[config.mk]
export PLATFORM = sky130hd
export DESIGN_NAME = cnt_share_ctrl
export DESIGN_NICKNAME = d
export VERILOG_FILES = /design/src/rtl/cnt_share_pkg.sv /design/src/rtl/cnt_share_ctrl_rr_arbiter.sv /design/src/rtl/cnt_share_ctrl.sv
export SDC_FILE = /design/constraint.sdc
export NUM_CORES = 1
export LEC_CHECK = 0
export CELL_PAD_IN_SITES_DETAIL_PLACEMENT = 0
export CELL_PAD_IN_SITES_GLOBAL_PLACEMENT = 1
export CORE_MARGIN = 4
export CORE_UTILIZATION = 40
export CTS_CLUSTER_DIAMETER = 100
export DETAILED_ROUTE_END_ITERATION = 8
export DONT_BUFFER_PORTS = 1
export GPL_ROUTABILITY_DRIVEN = 1
export PLACE_DENSITY = 0.75
export SKIP_LAST_GASP = 1
export SLEW_MARGIN = 0
export SYNTH_ARGS = -nofsm -noshare
export SYNTH_HDL_FRONTEND = slang
export SYNTH_SLANG_ARGS = --single-unit
[constraint.sdc]
create_clock -name clk -period 3 [get_ports clk]
set_input_delay 0.9 -clock clk [delete_from_list [all_inputs] [get_ports clk]]
set_output_delay 0.9 -clock clk [all_outputs]
set_load 0.01 [all_outputs]
[src/rtl/cnt_share_pkg.sv]
// cnt_share_pkg: shared command/state encodings and default sizes for the shared counter controller.
package cnt_share_pkg;
    localparam int N_REQ_DEF = 4;
    localparam int CNT_W_DEF = 9;
    typedef enum logic [1:0] {CMD_INC, CMD_DEC, CMD_CLR, CMD_LOAD} cmd_e;
    typedef enum logic [1:0] {ST_IDLE, ST_ARB, ST_EXEC} state_e;
endpackage

[src/rtl/cnt_share_ctrl_rr_arbiter.sv]
// rr_arbiter: combinational round-robin pick, searching upward from ptr_i and wrapping modulo N_REQ.
module rr_arbiter #(
    parameter int N_REQ = 4,
    parameter int IW    = $clog2(N_REQ)
) (
    input  logic [N_REQ-1:0] req_i,
    input  logic [IW-1:0]    ptr_i,
    output logic [IW-1:0]    idx_o,
    output logic             valid_o
);
    always_comb begin
        idx_o   = '0;
        valid_o = 1'b0;
        // Scan farthest-first so the nearest requester at/after the pointer wins.
        for (int k = N_REQ - 1; k >= 0; k--) begin
            if (req_i[(int'(ptr_i) + k) % N_REQ]) begin
                idx_o   = IW'((int'(ptr_i) + k) % N_REQ);
                valid_o = 1'b1;
            end
        end
    end
endmodule

[src/rtl/cnt_share_ctrl.sv]
// cnt_share_ctrl: arbitrates a shared up/down counter among requesters, one command per 3-cycle transaction.
module cnt_share_ctrl
    import cnt_share_pkg::*;
#(
    parameter int N_REQ = N_REQ_DEF,
    parameter int CNT_W = CNT_W_DEF
) (
    input  logic                   clk,
    input  logic                   rst1_n,
    input  logic [N_REQ-1:0]       req,
    input  logic [2*N_REQ-1:0]     cmd,
    input  logic [CNT_W*N_REQ-1:0] load_data,
    output logic [N_REQ-1:0]       gnt,
    output logic [CNT_W-1:0]       count,
    output logic                   busy,
    output logic                   wrap,
    output logic                   uflow
);
    localparam int IW = $clog2(N_REQ);

    state_e           state_q, state_d;
    logic [IW-1:0]    ptr_q, ptr_d, gidx_q, gidx_d, arb_idx;
    logic             arb_valid;
    logic [CNT_W-1:0] count_q, count_d, sel_ld;
    logic [N_REQ-1:0] gnt_q, gnt_d;
    logic             wrap_q, wrap_d, uflow_q, uflow_d;
    cmd_e             sel_cmd;

    rr_arbiter #(.N_REQ(N_REQ), .IW(IW)) u_arb (
        .req_i  (req),
        .ptr_i  (ptr_q),
        .idx_o  (arb_idx),
        .valid_o(arb_valid)
    );

    assign sel_cmd = cmd_e'(cmd[{gidx_q, 1'b0} +: 2]);
    assign sel_ld  = load_data[CNT_W*gidx_q +: CNT_W];

    always_comb begin
        state_d = state_q;
        ptr_d   = ptr_q;
        gidx_d  = gidx_q;
        count_d = count_q;
        gnt_d   = '0;
        wrap_d  = 1'b0;
        uflow_d = 1'b0;
        unique case (state_q)
            ST_IDLE: state_d = |req ? ST_ARB : ST_IDLE;
            ST_ARB: begin
                state_d = arb_valid ? ST_EXEC : ST_IDLE;
                gidx_d  = arb_valid ? arb_idx : gidx_q;
            end
            ST_EXEC: begin
                state_d = ST_IDLE;
                // A requester that withdrew before EXEC is cancelled without side effects.
                if (req[gidx_q]) begin
                    count_d = sel_cmd == CMD_INC ? count_q + 1'b1 :
                              sel_cmd == CMD_DEC ? count_q - 1'b1 :
                              sel_cmd == CMD_CLR ? '0 : sel_ld;
                    wrap_d  = sel_cmd == CMD_INC && count_q == '1;
                    uflow_d = sel_cmd == CMD_DEC && count_q == '0;
                    gnt_d[gidx_q] = 1'b1;
                    ptr_d   = gidx_q == IW'(N_REQ - 1) ? '0 : gidx_q + 1'b1;
                end
            end
            default: state_d = ST_IDLE;
        endcase
    end

    always_ff @(posedge clk or negedge rst1_n) begin
        if (!rst1_n) begin
            state_q <= ST_IDLE;
            ptr_q   <= '0;
            gidx_q  <= '0;
            count_q <= '0;
            gnt_q   <= '0;
            wrap_q  <= 1'b0;
            uflow_q <= 1'b0;
        end else begin
            state_q <= state_d;
            ptr_q   <= ptr_d;
            gidx_q  <= gidx_d;
            count_q <= count_d;
            gnt_q   <= gnt_d;
            wrap_q  <= wrap_d;
            uflow_q <= uflow_d;
        end
    end

    assign gnt   = gnt_q;
    assign count = count_q;
    assign busy  = state_q != ST_IDLE;
    assign wrap  = wrap_q;
    assign uflow = uflow_q;
endmodule

==> reports/qor.tcl <==
set qor(fin_worst_skew_ns) 0.002797
set qor(fp-row-count) 22
set qor(setup.worst_path.class) {reg2reg}
set qor(worst_pin_slew_ns) 0.5497
set qor(max-slew-margin-rel) 0.6335
set qor(placed_cells_incl_taps) 204
set qor(port-buffer-count) 0
set qor(run_status) {complete, no violations}
set qor(layout_worst_path_cycle_share) 0.7635
set qor(worst_hold_slack_ns) 0.3165
set qor(stdcell_count) 208
set qor(synth_fp_nets) 223
set qor(overflow) 0
set qor(drcViolationCount) 0
set qor(max_stage_delay_ns) 0.61
set qor(hpwl_um) 3235
set qor(avgViaCountPerCell) 6.380
set qor(ys_seq_area_frac) 0.3209
set qor(setup-tns-final_ns) 0
set qor(synth_edf_count) 0
set qor(cts_hold_repair.buffers) 0
set qor(ios) 66
set qor(crit_required_ns) 3.15
set qor(netlist.top_cell.by_area) {sky130_fd_sc_hd__dfrtp_1}
set qor(postRouteAntennaNets) 0
set qor(dieHeight_um) 71.99
set qor(drtIter0Drc) 64
set qor(worst_ir_drop_vdd_uv) 447.5
set qor(cp-start-kind) {register}
set qor(fmaxAchievable_ghz) 0.4366
set qor(detailroute.via_count) 1327
set qor(layout_setup_ws_ns) 0.7096
set qor(unrepaired_setup_endpoints_after_global_routing) {false}
set qor(min_path_type) {in2async}
set qor(setup_viol_count_final) 0
set qor(postCtsResizedCells) 0
set qor(num_antenna_cells) 0
set qor(drt-pass1-iter-count) 5
set qor(finalWorstPathRequiredPeriod_ns) 2.290
set qor(timing.final.max_slew_violations) 0
set qor(yosysUniqueCellTypes) 45
set qor(clk_latency_ns) 0.27
set qor(cell_area_synth_mm2) 0.001638
set qor(path_cells) {mux4_2 > or4_4 > nand4_1 > or3b_1}
set qor(syn-mean-instance-area_um2) 9.926
set qor(globalplace.congestion) 0.8391
set qor(cts_num_sinks) 21
set qor(grt_start_max_net_pins) 24
set qor(ys_async_sr_fraction) 1.000
set qor(crit_path_max_fanout) 9
set qor(ys_ff_latch) 21
set qor(layout-area-overhead-vs-synth_pct) 4.507
set qor(global_route_wire_length_before_repair_um) 6768
set qor(wl_per_cell_um) 20.12
set qor(cts_buffers) 3
set qor(synthesis.yosys.warnings) 0
set qor(maxCapViolCount) 0
set qor(fin_total_pwr_mw) 1.647
set qor(crit_path_end_kind) {register}
set qor(routed_wirelength_um) 4185
set qor(cts_tree) {done}
set qor(max-clock-path-buffers) 2
set qor(final_nets) 219
set qor(grt_antenna_before_repair) 0
set qor(p_per_area_mw_per_mm2) 962.3
set qor(netlist_instances) 165
set qor(synthDominantCellAreaShare) 0.3209
set qor(clkTransAtPathRegs_ns) 0.09
set qor(clock_tree_root_driver_cell) {sky130_fd_sc_hd__clkbuf_8}
set qor(critical-path-slowest-cell) {sky130_fd_sc_hd__dfrtp_1}
set qor(drive_gt1_frac) 0.1563
set qor(synthFlopType) {sky130_fd_sc_hd__dfrtp_1}
set qor(timing.critical_path.arrival_ns) 2.44
set qor(final_number_of_hold_violating_endpoints) 0
set qor(setup_bufs_post_cts) 0
set qor(effective_utilization_at_floorplan) 0.4312
set qor(worst_case_setup_slack_after_placement_ns) 0.5063
set qor(leakage_nw) 0.7436
set qor(grtUsageTotal) 0.1638
set qor(die_w_um) 71.99
set qor(die_area_mm2) 0.005183
set qor(vias_in_the_first_global_route) 1336
set qor(htree_levels) 1
set qor(synth.top_cells.by_area) {sky130_fd_sc_hd__dfrtp_1 (32%), sky130_fd_sc_hd__mux4_2 (17%), sky130_fd_sc_hd__ha_1 (6.1%)}
set qor(design.core.area_mm2) 0.003799
set qor(r2r_setup_slack_ns) 0.71
power breakdown:
| group | total (mW) | leakage (nW) | internal, mW | switching [mW] |
|---|---|---|---|---|
| sequential | 0.599 | 0.265 | 0.379 | 0.220 |
| combinational | 0.850 | 0.457 | 0.401 | 0.449 |
| clock | 0.198 | 0.0217 | 0.0940 | 0.104 |
| total | 1.65 | 0.744 | 0.874 | 0.773 |
area by class of cell:
class | instances | area [um^2]
timing repair buffer | 2 | 15.01
sequential | 21 | 525.5
tap | 48 | 60.06
clock inverter | 1 | 7.507
clock buffer | 3 | 41.29
inverter | 9 | 33.78
multi-input combinational | 124 | 1028
fill | 388 | 2087
cells in the final DEF, fill, tap and decap left out, types with 3 or more instances in the layout:
cell type,instances
sky130_fd_sc_hd__nand4_1,4
sky130_fd_sc_hd__nand3_1,4
sky130_fd_sc_hd__ha_1,8
sky130_fd_sc_hd__nor2_1,11
sky130_fd_sc_hd__nor2b_1,4
sky130_fd_sc_hd__o31ai_1,3
sky130_fd_sc_hd__o221ai_1,3
sky130_fd_sc_hd__inv_1,9
sky130_fd_sc_hd__dfrtp_1,21
sky130_fd_sc_hd__nor3b_1,3
sky130_fd_sc_hd__clkbuf_8,3
sky130_fd_sc_hd__and3_1,9
sky130_fd_sc_hd__nor3_1,8
sky130_fd_sc_hd__a21oi_1,4
sky130_fd_sc_hd__nand2_1,11
sky130_fd_sc_hd__o21ai_0,5
sky130_fd_sc_hd__mux4_2,12
per-layer routing:
metal | part of all wire | wire [um] | vias up | GRT usage
met4 | 0.0045 | 19 | 0 | 0.04175
li1 | - | - | 616 | -
met1 | 0.46 | 1937 | 636 | 0.2408
met5 | 0 | 0 | - | 0
met2 | 0.44 | 1855 | 71 | 0.2347
met3 | 0.089 | 372 | 4 | 0.04986
cell families after synthesis:
logic type / Yosys count / synth area share
buffers and inverters: 20 / 0.05118
DFF: 21 / 0.3209
muxes: 16 / 0.1910
xor gates and xnor gates: 2 / 0.01070
AOI/OAI and AO/OA: 34 / 0.1551
adders and majority gates: 8 / 0.06112
and+or+nand+nor: 64 / 0.2101
worst max-delay path, delay by kind of cell (launching register included):
kind | cells | cell delay, ns
flip-flops | 1 | 0.61
multiplexers | 1 | 0.58
AND/OR/NAND/NOR | 3 | 0.98
path summary, 6_finish.rpt:
check,cells after the start,start,endpoint
hold reg to reg,1,state_q[1]$_DFF_PN0_,state_q[1]$_DFF_PN0_
hold / removal,0,rst1_n,gnt[3]$_DFF_PN0_
setup reg to reg,4,gidx_q[0]$_DFFE_PN0P_,count[7]$_DFFE_PN0P_
min in group clk,1,state_q[1]$_DFF_PN0_,state_q[1]$_DFF_PN0_
max in group asynchronous,0,rst1_n,count[3]$_DFFE_PN0P_
setup / recovery,4,gidx_q[0]$_DFFE_PN0P_,count[7]$_DFFE_PN0P_
flip-flops by register name, summed over array words and instances (netlist names):
name / cells
count: 9
gnt: 4
gidx_q: 2
ptr_q: 2
state_q: 2
uflow: 1
wrap: 1
per-stage QoR:
stage / cell area, um^2 / utilization
floorplan: 1638 / -
global placement: 1663 / 0.4377
detailed placement: 1663 / 0.4377
CTS: 1712 / 0.4506
global route: 1712 / 0.4506
finish: 1712 / 0.4506
Yosys cell counts, types with 4 or more instances:
cell type	instances
sky130_fd_sc_hd__and3_1	9
sky130_fd_sc_hd__mux4_2	12
sky130_fd_sc_hd__nand4_1	4
sky130_fd_sc_hd__nor2_1	11
sky130_fd_sc_hd__dfrtp_1	21
sky130_fd_sc_hd__inv_1	9
sky130_fd_sc_hd__clkbuf_1	8
sky130_fd_sc_hd__ha_1	8
sky130_fd_sc_hd__nand2_1	11
sky130_fd_sc_hd__nor3_1	8
sky130_fd_sc_hd__a21oi_1	4
sky130_fd_sc_hd__nor2b_1	4
sky130_fd_sc_hd__o21ai_0	5
sky130_fd_sc_hd__nand3_1	4
(Power assumes the default switching activity.)
